### src/rtl/pc_unit.sv
// Program-counter unit for the multi-cycle MIPS core.
// Holds the fetch address and picks the next one by fixed priority:
// exception, eret, return, call/jump, branch, then sequential.
// A small circular return-address stack serves jr $ra.
// An exception PC register saves the faulting address.
// A misaligned return/jump/branch target is turned into an exception.
module pc_unit #(
    parameter int               WIDTH     = 32,
    parameter logic [WIDTH-1:0] RESET_VEC = '0,
    parameter logic [WIDTH-1:0] EXC_VEC   = WIDTH'(32'h0000_0180),
    parameter int               STEP      = 4,
    parameter int               RAS_DEPTH = 4
) (
    input  logic             clk,
    input  logic             rst,
    input  logic             pcen,
    input  logic             exc_req,
    input  logic             eret,
    input  logic             ret,
    input  logic [WIDTH-1:0] ret_target,
    input  logic             call,
    input  logic             jump,
    input  logic [WIDTH-1:0] jump_target,
    input  logic             branch_en,
    input  logic [WIDTH-1:0] branch_target,
    output logic [WIDTH-1:0] pc,
    output logic [WIDTH-1:0] next_pc,
    output logic [WIDTH-1:0] epc,
    output logic             ras_empty,
    output logic             ras_full,
    output logic             ras_hit,
    output logic             misalign
);

    localparam int PTR_W = $clog2(RAS_DEPTH);
    localparam int CNT_W = $clog2(RAS_DEPTH + 1);
    localparam logic [CNT_W-1:0] CNT_MAX = CNT_W'(RAS_DEPTH);

    // Word-aligned targets only; any low address bit set is a fault.
    function automatic logic is_misaligned(input logic [WIDTH-1:0] addr);
        return |addr[1:0];
    endfunction

    logic [WIDTH-1:0] ras_mem [RAS_DEPTH];
    logic [PTR_W-1:0] top_ptr;
    logic [CNT_W-1:0] ras_cnt;

    logic [WIDTH-1:0] seq_pc;
    logic [WIDTH-1:0] redirect;
    logic             redirect_en;
    logic             take_exc;
    logic             mis_req;
    logic             push_req;
    logic             pop_req;

    assign seq_pc    = pc + WIDTH'(STEP);
    assign ras_empty = (ras_cnt == '0);
    assign ras_full  = (ras_cnt == CNT_MAX);

    // Priority select of the next fetch address and the RAS side effects.
    always_comb begin
        next_pc     = seq_pc;
        redirect    = '0;
        redirect_en = 1'b0;
        take_exc    = 1'b0;
        mis_req     = 1'b0;
        push_req    = 1'b0;
        pop_req     = 1'b0;
        ras_hit     = 1'b0;
        if (exc_req) begin
            next_pc  = EXC_VEC;
            take_exc = 1'b1;
        end else if (eret) begin
            next_pc = epc;
        end else begin
            if (ret) begin
                redirect_en = 1'b1;
                ras_hit     = !ras_empty;
                pop_req     = !ras_empty;
                redirect    = ras_empty ? ret_target : ras_mem[top_ptr];
            end else if (call || jump) begin
                redirect_en = 1'b1;
                push_req    = call;
                redirect    = jump_target;
            end else if (branch_en) begin
                redirect_en = 1'b1;
                redirect    = branch_target;
            end
            if (redirect_en) begin
                if (is_misaligned(redirect)) begin
                    // A bad target becomes an exception and touches no RAS state.
                    next_pc  = EXC_VEC;
                    take_exc = 1'b1;
                    mis_req  = 1'b1;
                    push_req = 1'b0;
                    pop_req  = 1'b0;
                end else begin
                    next_pc = redirect;
                end
            end
        end
    end

    // Fetch address, exception PC and the one-cycle misalign pulse.
    always_ff @(posedge clk) begin
        if (rst) begin
            pc       <= RESET_VEC;
            epc      <= '0;
            misalign <= 1'b0;
        end else begin
            misalign <= pcen && mis_req;
            if (pcen) begin
                pc <= next_pc;
                if (take_exc) begin
                    epc <= pc;
                end
            end
        end
    end

    // RAS pointer and occupancy; a push when full overwrites the oldest slot.
    always_ff @(posedge clk) begin
        if (rst) begin
            top_ptr <= '0;
            ras_cnt <= '0;
        end else if (pcen) begin
            if (push_req) begin
                top_ptr <= top_ptr + PTR_W'(1);
                if (!ras_full) begin
                    ras_cnt <= ras_cnt + CNT_W'(1);
                end
            end else if (pop_req) begin
                top_ptr <= top_ptr - PTR_W'(1);
                ras_cnt <= ras_cnt - CNT_W'(1);
            end
        end
    end

    // RAS storage; contents are don't-care after reset so they carry no reset.
    always_ff @(posedge clk) begin
        if (!rst && pcen && push_req) begin
            ras_mem[top_ptr + PTR_W'(1)] <= seq_pc;
        end
    end

endmodule

### config.mk
export PLATFORM = sky130hd
export DESIGN_NAME = pc_unit
export DESIGN_NICKNAME = d
export VERILOG_FILES = /design/src/rtl/pc_unit.sv
export SDC_FILE = /design/constraint.sdc
export NUM_CORES = 1
export LEC_CHECK = 0
export BUFFER_PORTS_ARGS = -buffer_cell sky130_fd_sc_hd__buf_4
export CAP_MARGIN = 20
export CORE_MARGIN = 1.5
export CORE_UTILIZATION = 55
export DETAILED_ROUTE_END_ITERATION = 10
export MAX_ROUTING_LAYER = met4
export PLACE_DENSITY = 0.8
export SYNTH_ARGS = -nofsm -noshare
export SYNTH_HDL_FRONTEND = slang
export SYNTH_SLANG_ARGS = --single-unit
### constraint.sdc
create_clock -name clk -period 2.4 [get_ports clk]
set_input_delay 0 -clock clk [delete_from_list [all_inputs] [get_ports clk]]
set_output_delay 0 -clock clk [all_outputs]
set_load 0.01 [all_outputs]
Yosys cells after proc, flatten, opt, wreduce, memory -nomap -nowiden --
Memory sizes are Yosys's and may differ from the RTL's. A register that Yosys moved wholly into a read port is not among the register bits. Cells that the tools add are included.
Word-level totals: input port bits 105, RAM bits 128, bits in registers 70, memories kept 1, logic and storage cells 67, output and inout port bits 100
Cells by class: mux-type cells 42, add/subtract/negate cells 5, equal/unequal tests 2, reduce and logical (&&, ||, !) cells 12
Memories:
- ras_mem | words 4, width 32, rd ports 1, clocked after Yosys merged registers in 1, write ports 1, RTL line 44 | logic [WIDTH-1:0] ras_mem [RAS_DEPTH];
Operators with widths (number):
- 32-bit 2-to-1 mux | 10
- 32-bit by 3-bit adder with 32-bit output, second input constant | 1
- 1-bit 2-to-1 mux | 25
- 3-bit 2-to-1 mux | 3
- 2-bit 2-to-1 mux | 4
- 2-bit AND reduction | 2
- 3-bit by 1-bit adder with 3-bit output, second input constant | 1
- 3-bit equality test, second input constant | 1
- 1-bit logical AND | 3
- 3-bit zero test | 1
- 3-bit AND reduction | 1
- 3-bit by 1-bit subtractor with 3-bit output, second input constant | 1
- 2-bit by 1-bit adder with 2-bit output, second input constant | 1
- 1-bit zero test | 2
- 2-bit != test, second input constant | 1
- 2-bit nonzero test | 1
- 2-bit OR reduction | 1
- 2-bit by 1-bit subtractor with 2-bit output, second input constant | 1
- 1-bit logical OR | 1

Longest topological paths before layout --
depth after elaboration 14, mapped depth 10, gate-level depth less buffers 7

Least setup slack after synthesis --
Ideal clock, no wire load.
path type register to register, start point register pc[2], end point register pc[16], library setup time 0.115 ns, stages on the path, launching flop included 9, buffers on the path 1, period minus slack after synthesis 2.075 ns, data required time 2.285 ns, data arrival time 1.959 ns, slack 0.325 ns, cell sequence dfxtp_1 ha_1 and3_1 and4_1 buf_4 and3_1 xor2_1 a222oi_1 a21bo_2
On the way: longest elaborated chain between the ends 4
RTL lines:
- start: declaration | RTL line 26 | output logic [WIDTH-1:0] pc,
- start signal: assignment | RTL line 113 | pc <= next_pc;
- 32-bit by 3-bit adder with 32-bit output | RTL line 56 | assign seq_pc = pc + WIDTH'(STEP);
- named net seq_pc[16] | RTL line 48 | logic [WIDTH-1:0] seq_pc;
- 32-bit 2-to-1 mux | RTL line 89 | if (redirect_en) begin
- 32-bit 2-to-1 mux | RTL line 73 | end else if (eret) begin
- 32-bit 2-to-1 mux | RTL line 70 | if (exc_req) begin
The timed path passes the listed nets, and every way through them passes these cells. A chain may end at the register's enable or synchronous reset.

==> impl_metrics.tcl <==
set metrics [dict create \
    status "finished with violations" \
    violations "negative setup slack" \
    dp_cells 1269 \
    maxCapViolations 0 \
    finalCritPeriodShare 1.092 \
    netlist-cell-type-count 72 \
    cp-start-kind "flip-flop" \
    hold_path_depth 4 \
    period_needed_ns 2.622 \
    postRouteAntennaNets 0 \
    yosysTopAreaCellShare 0.3928 \
    clkSlewWorstSetupHoldPaths_ns 0.07 \
    synth_cells 841 \
    vias 9446 \
    power_frac_comb 0.141 \
    hold_viol_final 0 \
    cts_sinks 200 \
    ir_drop_v 0.0006004 \
    met2_usage 0.5918 \
    synth_nets 952 \
    ys_top_cells_by_area "edfxtp_1 (39%), dfxtp_1 (15%), mux4_2 (6.9%), mux2i_1 (3.6%), nand2_1 (3.3%)" \
    num_rows 48 \
    antenna_found_initial 0 \
    synthMuxAreaShare 0.1048 \
    hp-start "ret_target[13]" \
    ff2ff_path_depth 11 \
    cts-root-buf "clkbuf_16" \
    seqCellArea_mm2 0.005323 \
    setup_violations 29 \
    setup_tns_ns -2.944 \
    crit_required_ns 2.40 \
    synth_simple_gate_area_frac 0.1528 \
    place_congestion 0.9394 \
    yosys_warnings 0 \
    r2r_slack_ns -0.10 \
    drt_wl_total_mm 37.11 \
    fp.dieW_um 136.4 \
    met3_usage 0.08501 \
    rsz0062_at_grt "yes" \
    num_antenna_cells 0 \
    start_util 0.5638 \
    yosys.area_share.xor_xnor 0.02506 \
    min_path_type "primary input to flip-flop" \
    syn_avg_cell_area_um2 11.64 \
    die_h_um 136.4 \
    r2r_end "pc[2]" \
    clkLatencyLatePin_ns 0.46 \
    htree_levels 4 \
    first_global_vias 8395 \
    cts_tree "built" \
    area_growth_pct 42.31 \
    synthFlopType "edfxtp_1" \
    multi_input_area_mm2 0.004883 \
    syn_area_mm2 0.009786 \
    wl_per_cell_um 27.10 \
    drc 0 \
    p_leak_uw 0.005476 \
    final_cell_area_mm2 0.01393 \
    min_to "pc[13]" \
    drive_above_1_share 0.4685 \
    final-instance-count-excl-fill 1369 \
    global_route.usage.met1 0.4997 \
    synth_edf_count 128 \
    r2r_start "ras_mem[0][0]" \
    first_iter_violations 1257 \
    finalPower_uw 7905 \
    seq_power_share 0.467 \
    slew_violations 0 \
    worstMarginPinSlew_ns 0.8240 \
    yosysTopAreaCell "edfxtp_1" \
    dieArea_mm2 0.01860 \
    setup_ws_ns -0.2219 \
    via_per_inst 6.900 \
    worstSetupPathType "flip-flop to output port" \
    critPathCaptureType "output port" \
    fill_cells 915 \
    grt_overflow 0 \
    top_usage_layer "met2" \
    switchingPower_uw 1944 \
    dpl_cell_area_mm2 0.01186 \
    cts_buffers 17 \
    synth_most_common_cell "edfxtp_1" \
    dr.pass1.iters 8 \
    synth_fa_ha_area_frac 0.008439 \
    arrival_ns 2.62 \
    seq_area_frac_synth 0.5401 \
    synthArstFlopShare 0 \
    final_nets 1242 \
    grt_max_degree 41 \
    p_int_uw 5961 \
    dp_hpwl_mm 21.41 \
    skew_ns 0.01051 \
    max_slew_margin 0.4487 \
    synth_compound_area_frac 0.1325 \
    yosys-top-cells-count "edfxtp_1 (128), nand2_1 (85), dfxtp_1 (72), nor2_1 (72), mux2i_1 (35)" \
    grt_pass1_wl_mm 50.12 \
    num_io_pins 205 \
    coreArea_mm2 0.01736 \
    p_per_area_mw_per_mm2 567.7 \
    power.share.clock 0.392 \
    synth_top_family_by_area "simple AND/OR/NAND/NOR gates" \
    max_clock_freq_mhz 381.4 \
    max-clock-path-buffers 2 \
    portBuffers 204 \
    ys_ff_latch 200 \
    switching_share 0.2460 \
    path_max_fanout 7 \
    grt.total_usage 0.3853 \
]
==> logic make-up (layout without fill, tap and decap cells) <==
logic type	Yosys count	after routing
mux	65	65
xor+xnor	28	28
compound gates	172	172
fa+ha+maj	6	6
buf+inv	75	377
flops	200	200
simple gates	295	296
==> per-stage QoR <==
| step | utilization | worst slack [ns] | hold WS (ns) |
|---|---|---|---|
| after global placement | 0.6831 | 0.1177 | 0.4000 |
| after floorplan | - | 0.3253 | 0.1869 |
| after detailed placement | 0.6831 | -0.03251 | 0.3964 |
| after global routing | 0.8023 | -0.3054 | 0.05399 |
| after CTS | 0.7583 | -0.04074 | 0.04193 |
| final | 0.8023 | -0.2219 | 0.04171 |
==> power by group through the flow <==
| stage | Sequential [uW] | Clock [uW] | Combinational, uW |
|---|---|---|---|
| floorplan | 3780 | 0 | 409 |
| global placement | 3760 | 0 | 844 |
| detailed placement | 3770 | 0 | 858 |
| CTS | 3690 | 3070 | 943 |
| global route | 3690 | 3220 | 1150 |
| finish | 3690 | 3100 | 1110 |
==> layout by cell type, fill, tap and decap left out, types with 8 or more instances in the layout <==
cell / instances
buf_4: 298
buf_12: 11
and3_1: 30
xnor2_1: 9
a211oi_1: 16
nand2_1: 76
mux2i_1: 35
mux4_2: 30
dfxtp_1: 54
xnor2_2: 11
and2_1: 10
a211o_1: 10
buf_6: 20
dfxtp_2: 12
clkbuf_16: 17
nand3_1: 23
a21oi_1: 14
inv_1: 10
o21ai_0: 26
nand2_2: 8
edfxtp_1: 128
nor2_1: 65
nand4_1: 16
==> worst max-delay path, stage by stage (launching register included) <==
cell       delay, ns
edfxtp_1        0.44
nor4_2          0.50
a31oi_2         0.15
nand3_4         0.14
buf_8           0.14
nand4b_1        0.22
a2bb2oi_2       0.28
and2_4          0.18
buf_4           0.11
==> metal layers <==
layer  vias up  wire length (um)  share of wire
met4         0              2369          0.064
li1       3801                 -              -
met2       935             17160           0.46
met3       227              4818           0.13
met5         -                 0              0
met1      4483             12750           0.34
==> worst max-delay path by stage <==
stage | startpoint | endpoint | slack [ns] | cells past startpoint
2_1_floorplan | pc[2] | pc[16] | 0.33 | 8
3_3_place_gp | pc[2] | next_pc[24] | 0.12 | 8
4_1_cts | flip-flop | next_pc[29] | -0.04 | 7
6_report | ras_mem[0][0] | next_pc[9] | -0.22 | 8
3_5_place_dp | pc[2] | next_pc[28] | -0.03 | 8
5_1_grt | ras_mem[0][0] | next_pc[3] | -0.31 | 8
==> state kept, by name (all words and copies together), names as in the netlist, named ones only <==
| signal | cells |
|---|---|
| epc | 32 |
| misalign | 1 |
| pc | 32 |
| ras_cnt | 3 |
| ras_mem | 128 |
| top_ptr | 2 |
==> final cells by class <==
class	count	share of cell area
Inverter	11	0.003504
Clock buffer	21	0.03306
Tap cell	225	0.02022
Clock inverter	11	0.01213
Timing Repair Buffer	334	0.1982
Multi-Input combinational cell	567	0.3507
Sequential cell	200	0.3822
==> repair_timing <==
item	4_1_cts	5_1_grt
endpoints found under the hold margin	6	0
resized for setup	95	97
hold buffers	2	0
buffers inserted	25	37
cloned	4	0
pin swaps	32	58
setup endpoints to repair	33	32
No activity file was read; power rests on OpenSTA's default activity.
